### src/rtl/lenet_pkg.sv
// Shared definitions for the LeNet frame scheduler: run FSM encoding,
// ping-pong buffer indices and the default frame-count width.
package lenet_pkg;

  // Default width of the frame-count fields.
  localparam int FRAME_W_DEF = 8;

  // Buffer indices for the ping-pong pair (sram c / sram d).
  localparam logic BUF_C = 1'b0;
  localparam logic BUF_D = 1'b1;

  // Run-level FSM states.
  typedef enum logic [1:0] {
    ST_IDLE = 2'd0,
    ST_RUN  = 2'd1,
    ST_DONE = 2'd2
  } run_state_e;

endpackage

### src/rtl/lenet_pp_tracker.sv
// Ping-pong buffer tracker: buffer-full flags, CONV write pointer, FC read
// pointer and the CONV/FC busy flags. Pointers only toggle when the
// LENET_PINGPONG_EN macro is defined; otherwise both stay on sram c and the
// pipeline runs strictly serially.
module lenet_pp_tracker
  import lenet_pkg::*;
(
  input  logic       clk,
  input  logic       srstn,
  input  logic       clr,
  input  logic       conv_start,
  input  logic       fc_go,
  input  logic       conv_done,
  input  logic       fc2_done,
  output logic [1:0] buf_full,
  output logic       conv_wptr,
  output logic       fc_rptr,
  output logic       conv_busy,
  output logic       fc_busy,
  output logic       fc2_done_ok
);

  logic [1:0] buf_full_q, buf_full_d;
  logic       conv_wptr_q, conv_wptr_d;
  logic       fc_rptr_q, fc_rptr_d;
  logic       conv_busy_q, conv_busy_d;
  logic       fc_busy_q, fc_busy_d;
  logic       conv_done_ok;

  // Completion pulses only count when the matching engine was launched.
  assign conv_done_ok = conv_done & conv_busy_q;
  assign fc2_done_ok  = fc2_done & fc_busy_q;

  // Each buffer fills when CONV finishes writing it and drains when FC has
  // consumed it; a clear wins over both.
  genvar gi;
  generate
    for (gi = 0; gi < 2; gi++) begin : g_buf
      assign buf_full_d[gi] = clr ? 1'b0 :
                              (conv_done_ok && (conv_wptr_q == 1'(gi))) ? 1'b1 :
                              (fc2_done_ok && (fc_rptr_q == 1'(gi))) ? 1'b0 :
                              buf_full_q[gi];
    end
  endgenerate

  // Busy flags and pointer advance for the two engines.
  always_comb begin
    conv_wptr_d = conv_wptr_q;
    fc_rptr_d   = fc_rptr_q;
    conv_busy_d = conv_busy_q;
    fc_busy_d   = fc_busy_q;
    if (conv_start) begin
      conv_busy_d = 1'b1;
    end
    if (conv_done_ok) begin
      conv_busy_d = 1'b0;
`ifdef LENET_PINGPONG_EN
      conv_wptr_d = ~conv_wptr_q;
`endif
    end
    if (fc_go) begin
      fc_busy_d = 1'b1;
    end
    if (fc2_done_ok) begin
      fc_busy_d = 1'b0;
`ifdef LENET_PINGPONG_EN
      fc_rptr_d = ~fc_rptr_q;
`endif
    end
    if (clr) begin
      conv_wptr_d = BUF_C;
      fc_rptr_d   = BUF_C;
      conv_busy_d = 1'b0;
      fc_busy_d   = 1'b0;
    end
  end

  // Tracking state registers.
  always_ff @(posedge clk) begin
    if (!srstn) begin
      buf_full_q  <= 2'b00;
      conv_wptr_q <= BUF_C;
      fc_rptr_q   <= BUF_C;
      conv_busy_q <= 1'b0;
      fc_busy_q   <= 1'b0;
    end else begin
      buf_full_q  <= buf_full_d;
      conv_wptr_q <= conv_wptr_d;
      fc_rptr_q   <= fc_rptr_d;
      conv_busy_q <= conv_busy_d;
      fc_busy_q   <= fc_busy_d;
    end
  end

  assign buf_full  = buf_full_q;
  assign conv_wptr = conv_wptr_q;
  assign fc_rptr   = fc_rptr_q;
  assign conv_busy = conv_busy_q;
  assign fc_busy   = fc_busy_q;

endmodule

### src/rtl/lenet_scheduler.sv
// LeNet frame scheduler: runs frame_total frames through CONV and FC,
// alternating the c/d buffers. Define LENET_PINGPONG_EN to overlap CONV of
// frame k+1 with FC of frame k; without it CONV and FC run strictly serially
// on sram c. Issue decisions look only at registered state and drive the
// launch pulses directly in the cycle they are taken.
module lenet_scheduler
  import lenet_pkg::*;
#(
  parameter int FRAME_W = FRAME_W_DEF
) (
  input  logic               clk,
  input  logic               srstn,
  input  logic               start,
  input  logic [FRAME_W-1:0] frame_total,
  input  logic               abort,
  input  logic               conv_done,
  input  logic               fc2_done,
  output logic               conv_start,
  output logic               conv_wsel,
  output logic               fc_go,
  output logic               mem_sel,
  output logic               busy,
  output logic               frame_done,
  output logic               all_done,
  output logic [FRAME_W-1:0] fc_frame_cnt,
  output logic               err
);

  localparam logic [FRAME_W-1:0] CNT_ONE = FRAME_W'(1);
  localparam logic [FRAME_W-1:0] CNT_MAX = {FRAME_W{1'b1}};

  run_state_e         state_q, state_d;
  logic [FRAME_W-1:0] total_q, total_d;
  logic [FRAME_W-1:0] issued_q, issued_d;
  logic [FRAME_W-1:0] cnt_q, cnt_d;
  logic               err_q, err_d;

  logic       start_ok;
  logic       trk_clr;
  logic       can_conv;
  logic       conv_issue;
  logic       fc_issue;
  logic [1:0] buf_full;
  logic       conv_wptr;
  logic       fc_rptr;
  logic       conv_busy;
  logic       fc_busy;
  logic       fc2_done_ok;

  // A run starts only from IDLE with a non-zero frame count; abort wins.
  assign start_ok = (state_q == ST_IDLE) && start && (frame_total != '0) && !abort;
  assign trk_clr  = abort || start_ok;

`ifdef LENET_PINGPONG_EN
  assign can_conv = !buf_full[conv_wptr];
`else
  assign can_conv = !fc_busy && (buf_full == 2'b00);
`endif

  assign conv_issue = (state_q == ST_RUN) && !abort && !conv_busy &&
                      (issued_q < total_q) && can_conv;
  assign fc_issue   = (state_q == ST_RUN) && !abort && !fc_busy && buf_full[fc_rptr];

  lenet_pp_tracker u_trk (
    .clk         (clk),
    .srstn       (srstn),
    .clr         (trk_clr),
    .conv_start  (conv_issue),
    .fc_go       (fc_issue),
    .conv_done   (conv_done),
    .fc2_done    (fc2_done),
    .buf_full    (buf_full),
    .conv_wptr   (conv_wptr),
    .fc_rptr     (fc_rptr),
    .conv_busy   (conv_busy),
    .fc_busy     (fc_busy),
    .fc2_done_ok (fc2_done_ok)
  );

  // Run FSM next state, frame counters and sticky protocol error.
  always_comb begin
    state_d  = state_q;
    total_d  = total_q;
    issued_d = issued_q;
    cnt_d    = cnt_q;
    err_d    = err_q | (conv_done & ~conv_busy) | (fc2_done & ~fc_busy);
    if (abort) begin
      state_d  = ST_IDLE;
      issued_d = '0;
      cnt_d    = '0;
    end else begin
      case (state_q)
        ST_IDLE: begin
          if (start_ok) begin
            state_d  = ST_RUN;
            total_d  = frame_total;
            issued_d = '0;
            cnt_d    = '0;
          end
        end
        ST_RUN: begin
          if (conv_issue && (issued_q != CNT_MAX)) begin
            issued_d = issued_q + CNT_ONE;
          end
          if (fc2_done_ok && (cnt_q != CNT_MAX)) begin
            cnt_d = cnt_q + CNT_ONE;
          end
          if (cnt_d == total_q) begin
            state_d = ST_DONE;
          end
        end
        ST_DONE: begin
          state_d = ST_IDLE;
        end
        default: begin
          state_d = ST_IDLE;
        end
      endcase
    end
  end

  // Run FSM and counter registers.
  always_ff @(posedge clk) begin
    if (!srstn) begin
      state_q  <= ST_IDLE;
      total_q  <= '0;
      issued_q <= '0;
      cnt_q    <= '0;
      err_q    <= 1'b0;
    end else begin
      state_q  <= state_d;
      total_q  <= total_d;
      issued_q <= issued_d;
      cnt_q    <= cnt_d;
      err_q    <= err_d;
    end
  end

  assign conv_start   = conv_issue;
  assign fc_go        = fc_issue;
  assign conv_wsel    = conv_wptr;
  assign mem_sel      = ~fc_rptr;
  assign busy         = (state_q != ST_IDLE);
  assign frame_done   = fc2_done_ok && !abort;
  assign all_done     = (state_q == ST_DONE) && !abort;
  assign fc_frame_cnt = cnt_q;
  assign err          = err_q;

endmodule

### config.mk
export PLATFORM = sky130hd
export DESIGN_NAME = lenet_scheduler
export DESIGN_NICKNAME = d
export VERILOG_FILES = /design/src/rtl/lenet_pkg.sv /design/src/rtl/lenet_pp_tracker.sv /design/src/rtl/lenet_scheduler.sv
export SDC_FILE = /design/constraint.sdc
export NUM_CORES = 1
export LEC_CHECK = 0
export ABC_AREA = 1
export BUFFER_PORTS_ARGS = -buffer_cell sky130_fd_sc_hd__buf_2
export CORE_UTILIZATION = 51
export CTS_CLUSTER_DIAMETER = 40
export DETAILED_ROUTE_END_ITERATION = 12
export GPL_ROUTABILITY_DRIVEN = 0
export PLACE_DENSITY = 0.76
export SETUP_SLACK_MARGIN = 0.05
export SLEW_MARGIN = 0
export SYNTH_ARGS = -nofsm -noshare
export SYNTH_HDL_FRONTEND = slang
export SYNTH_SLANG_ARGS = --single-unit
### constraint.sdc
create_clock -name clk -period 1.62 [get_ports clk]
set_input_delay 0.081 -clock clk [delete_from_list [all_inputs] [get_ports clk]]
set_output_delay 0.081 -clock clk [all_outputs]
set_load 0.005 [all_outputs]
==> metrics, run 1 <==
Nets=around 400; pwr/cell area=~640 nW/um^2; worst endpoint required time=between 1500 and 2000 ps; most common cell after layout, fill and taps aside=nand2_1; WL/cell=around 14 um; post-synthesis mux area share=0; design area=about 2800 sq um; final hold vios=0; layout cells sized above 1=0.391; CTS tree=done; Max Cap Viol=0; failing checks=setup timing; Final Non-Filler Cells=429; largest family of logic cells by synthesized area=simple AND/OR/NAND/NOR gates; gr ovfl total=0; syn_nets=approximately 330; largest net degree at the start of global routing=20; Core ar.=~3700 sq um; clock buffer count from CTS=5; Mapped Area=1970 sq um; achievable clock frequency=583 MHz; CP Launch Type=register; number of H-tree levels=2; relative slew slack=0.522; Slew Viols, Final=0; Area Growth Syn to Fin=43.4%; vias in the first global route=roughly 2.1k; initial core utilization=0.535; ANT nets after route=0; first-pass GRT wire length=about 9200 um; GRT Overall Usage=0.291; kind of critical path=register to register; DP Worst Slack=-114 ps; TritonRoute pass-1 iters=5; initial antenna violation count=0; xor and xnor area share after synthesis=0.0178; FF+latch count, synth=30; Hold WC Path Type=primary input to register; post-synthesis compound-gate area fraction=0.106; Async S/R FF share, synth=0; CTS clk-pin slew, worst paths=approximately 70 ps; clk_skew=roughly 9 ps; number of fillers in the final layout=between 200 and 300; EDFF count, synth=0; full die area=approximately 4000 sq um; standby leakage power=around 1.3 nW; root buf cell=clkbuf_8; # IOs=30; status=complete, but fails checks; placed cell area=2380 sq um; Top FF cell, synth=dfxtp_1; synthesized area per cell=between 6 and 7 sq um; Synth warnings=0; placed insts=409; clk buf depth=2; Final Util=0.767; Ant. Diodes=0; Post-Synth Adder-Cell Area=0.0571; crit path max fanout=5; num rows=22; Worst-Skew Late Latency=approximately 280 ps; register area share after synthesis=0.305; Setup-failing EPs final=11; setup repair after global routing missed its margin=yes; synth unique cells=31; Simple-Gate Fraction of Synth Area=0.404; DIE HEIGHT=between 60 and 70 um; via density per instance=5.48; Vias=between 2k and 2.5k; IO buf count=27; WP data arrival=roughly 1900 ps; Synth Instances=309; Least-Margin Pin Slew=roughly 720 ps; # DRC=0; CP Capture Type=register; post-DP HPWL=3840 um; total wire length=a little over 6000 um; setup ws final=-95.5 ps; final worst path period need=between 1500 and 2000 ps; clock sinks=30; largest vdd supply drop=about 0.41 mV; setup_tns=-630 ps; commonest non-fill, non-tap cells in the layout=68 x nand2_1, 39 x buf_4, 38 x nand3_1; period utilisation layout=1.06; Die Wd=about 64 um; Iteration-0 DRC Markers=170
layer usage:
metal / up-vias / part of all wire / track usage
met5: - / 0 / 0
met4: 0 / 0.027 / 0.0806
met3: 19 / 0.062 / 0.0589
met2: 103 / 0.50 / 0.549
met1: 1092 / 0.41 / 0.327
li1: 1138 / - / -
registers in the layout, summed over array words and instances (netlist names):
signal,count
err,1
total_q,8
fc_frame_cnt,8
u_trk.conv_busy,1
issued_q,8
u_trk.buf_full,1
u_trk.fc_busy,1
state_q,2
path summary, 6_finish.rpt:
| path | startpoint | to | slack (ps) | cells past startpoint |
|---|---|---|---|---|
| max | fc_frame_cnt[1] | state_q[0] | -100 | 14 |
| min | frame_total[2] | total_q[2] | 100 | 3 |
| max reg2reg | fc_frame_cnt[1] | state_q[0] | -100 | 14 |
| min reg2reg | u_trk.buf_full[0] | u_trk.buf_full[0] | 460 | 2 |
cells by family after synthesis:
| group | after synthesis |
|---|---|
| AND/OR/NAND/NOR | 171 |
| adder cells (fa/ha/maj) | 9 |
| AO/OA/AOI/OAI | 40 |
| other | 2 |
| flip-flops | 30 |
| buffers and inverters | 53 |
| XOR/XNOR | 4 |
cells in the mapped netlist (4+ instances only):
master	number	share of area
dfxtp_1	30	0.30
ha_1	9	0.057
inv_1	38	0.072
nor2_1	24	0.046
nor3_1	4	0.010
inv_2	6	0.011
o21ai_0	10	0.025
nand3_1	41	0.10
nand4_1	4	0.013
a21oi_1	25	0.063
xor2_1	4	0.018
nand2_1	84	0.16
final cells by class:
| type | count | area, sq um | area share |
|---|---|---|---|
| multi-input cells | 228 | 1410 | 0.497 |
| flip-flops and latches | 30 | 616 | 0.218 |
| repair buffers | 68 | 459 | 0.162 |
| inverters | 47 | 181 | 0.0642 |
| clock buffers | 7 | 76.3 | 0.0270 |
| well taps | 48 | 60.1 | 0.0212 |
| clock inverters | 1 | 30.0 | 0.0106 |
power breakdown:
part,internal [mW],switching [mW]
sequential,0.759,0.0144
combinational,0.123,0.166
clock,0.460,0.287
metrics by stage:
step           power, mW  hold slack (ps)
3_5_place_dp        1.01              379
2_1_floorplan      0.916              193
5_1_grt             1.87              124
4_1_cts             1.79             88.8
3_3_place_gp        1.01              375
6_report            1.81             96.0
worst max-delay path: stages (launching register included):
cell and delay (ps):
dfxtp_2 360, ha_4 150, nand2_4 60, nor2_4 160, nand2_4 120, nand2_4 110, nand2_1 80, nand3_1 100
nand2_1 70, clkinv_1 50, nand2_1 60, nor2_2 90, nand3_1 90, nand2_1 70, inv_1 40
repair_timing:
action,CTS,global route
setup endpoints to repair,12,14
resized for setup,38,27
endpoints found under the hold margin,0,0
pin swaps,13,17
hold buffers,0,0
buffers inserted,8,3
gates cloned,2,0
Power figures use the tool's default switching activity.
==> run 2, diff against run 1 <==
--- a/config.mk
+++ b/config.mk
@@ -13,6 +13,7 @@
 export GPL_ROUTABILITY_DRIVEN = 0
 export PLACE_DENSITY = 0.76
 export SETUP_SLACK_MARGIN = 0.05
+export SKIP_CTS_REPAIR_TIMING = 1
 export SLEW_MARGIN = 0
 export SYNTH_ARGS = -nofsm -noshare
 export SYNTH_HDL_FRONTEND = slang
==> run 2 against run 1 <==
  * Highest routed layer unchanged
  * Global-route usage down 2.4 points
  * Design area down 2.7%
  * Clock skew up 1.5 ps
  * Cell count down 1.2%
  * Maximum frequency down 4.6%
  * Clock-buffer cell count unchanged
  * Via count down 5.2%
  * Hold slack about the same
  * The flow still finishes with violations (setup timing)
  * Non-clock buffer count down 4
==> metrics, run 2 (same netlist as run 1, synthesis figures left out) <==
post-DP HPWL=between 3000 and 4000 um; via density per instance=around 5.3; total wire length=roughly 5600 um; Nets=just under 400; depth of the worst register-to-register path=9; placed insts=409; commonest non-fill, non-tap cells in the layout=71 x nand2_1, 35 x nand3_1, 34 x inv_1; largest net degree at the start of global routing=20; vias in the first global route=between 1.5k and 2k; relative slew slack=0.529; # DRC=0; CP Capture Type=register; Hold Crit Endpoint=total_q[2]; WP data arrival=~2000 ps; Final Util=0.746; CP Buf/Inv Count=1; CTS clk-pin slew, worst paths=~70 ps; logic gate share of total power=0.155; final worst path period need=between 1500 and 2000 ps; ANT nets after route=0; Slew Viols, Final=0; full die area=around 4100 sq um; routed wl met2=about 2900 um; worst-path cell chain=inv_2 -> ha_4 -> nand2_2 -> nand3_2 -> nor4_4 -> nand3_4 -> nand2_8 -> nand2_2 -> a21oi_2; Clock Power Share=0.416; Vias=around 2.2k; WL met3=between 200 and 300 um; setup ws final=-179 ps; switching power=~460 uW; clock buffer count from CTS=5; CP peak stage delay=400 ps; WHS Path Cells=3; # IOs=30; initial antenna violation count=0; status=complete, but fails checks; Core ar.=around 3700 sq um; clock sinks=30; Die Wd=around 64 um; Slowest-stage cell, CP=nor4_4; Iteration-0 DRC Markers=about 190; most frequent CP cell=nand2_2; Ant. Diodes=0; achievable clock frequency=about 560 MHz; num rows=22; WL/cell=around 13 um; sw frac=0.256; Final Non-Filler Cells=424; clk buf depth=2; number of fillers in the final layout=between 200 and 300; GRT Overall Usage=0.268; Pint=about 1.3 mW; Hold Startpoint=frame_total[2]; Hold WC Path Type=primary input to register; Metal-1 WL=roughly 2400 um; period utilisation layout=1.11; Max Cap Viol=0; CTS tree=done; root buf cell=clkbuf_8; Largest delay share family, worst path=simple AND/OR/NAND/NOR gates; DIE HEIGHT=approximately 64 um; TritonRoute pass-1 iters=4; kind of critical path=register to register; standby leakage power=approximately 1.2 nW; R2R Path End=issued_q[3]; worst endpoint required time=around 1800 ps; Worst-Skew Late Latency=about 280 ps; highest metal used=met4; number of H-tree levels=2; first-pass GRT wire length=8520 um; crit path max fanout=8; pwr/cell area=653 nW/um^2; Sequential Power Share=0.430; failing checks=setup timing; r2r startpoint=total_q[7]; DP Worst Slack=-114 ps; CP Launch Type=register; most common cell after layout, fill and taps aside=nand2_1; layout cells sized above 1=0.375; largest vdd supply drop=approximately 0.43 mV; Area Growth Syn to Fin=39.5%; Least-Margin Pin Slew=about 710 ps; clk_skew=around 11 ps; IO buf count=27; Setup-failing EPs final=12; gr ovfl total=0; initial core utilization=0.535; setup repair after global routing missed its margin=yes; Register-to-Register Setup Slack=-180 ps; final hold vios=0
-- run 2: cell types whose count changed in the layout (fill, tap and decap cells not counted), sizes merged --
| cell | delta |
|---|---|
| buf | -4 |
| nand3 | -1 |
-- run 2: metal layers --
metal	GRT usage	up-vias
li1	-	1125
met5	0	-
met1	0.318	1024
met4	0.0694	0
met2	0.484	74
met3	0.0554	6
-- run 2: tightest hold or removal path, stage by stage --
cell	delay [ps]
buf_2	80
o21ai_0	80
a21oi_1	100
-- run 2: area by class of cell --
type / instances / area (sq um) / share of cell area
inverters: 47 / 179 / 0.0650
clock buffers: 7 / 76.3 / 0.0277
flip-flops and latches: 30 / 613 / 0.223
multi-input cells: 227 / 1360 / 0.493
well taps: 48 / 60.1 / 0.0218
clock inverters: 1 / 30.0 / 0.0109
repair buffers: 64 / 437 / 0.159
-- run 2: power by group through the flow --
stage | registers [mW] | logic [mW] | clock network, mW
after floorplan | 0.781 | 0.135 | 0
after global placement | 0.784 | 0.222 | 0
after detailed placement | 0.784 | 0.226 | 0
after CTS | 0.768 | 0.228 | 0.751
after global routing | 0.775 | 0.308 | 0.784
final | 0.772 | 0.278 | 0.747
-- run 2: worst max path at each step --
stage / startpoint / to / slack [ps] / cells past startpoint
after global placement: fc_frame_cnt[1] / state_q[0] / -90 / 14
after CTS: total_q[3] / conv_start / -240 / 11
after floorplan: fc_frame_cnt[1] / state_q[0] / 10 / 14
after detailed placement: fc_frame_cnt[1] / state_q[0] / -110 / 14
final: total_q[7] / issued_q[3] / -180 / 9
after global routing: total_q[2] / issued_q[5] / -270 / 14
-- run 2: stage by stage --
step / hold WS (ps) / setup TNS, ps / cell area, sq um / total power [mW]
after global placement: 375 / -337 / 2380 / 1.01
after CTS: 78.4 / -1050 / 2490 / 1.75
after floorplan: 193 / 0 / 1970 / 0.916
final: 95.9 / -1450 / 2750 / 1.80
after detailed placement: 379 / -634 / 2380 / 1.01
after global routing: 124 / -2610 / 2750 / 1.87
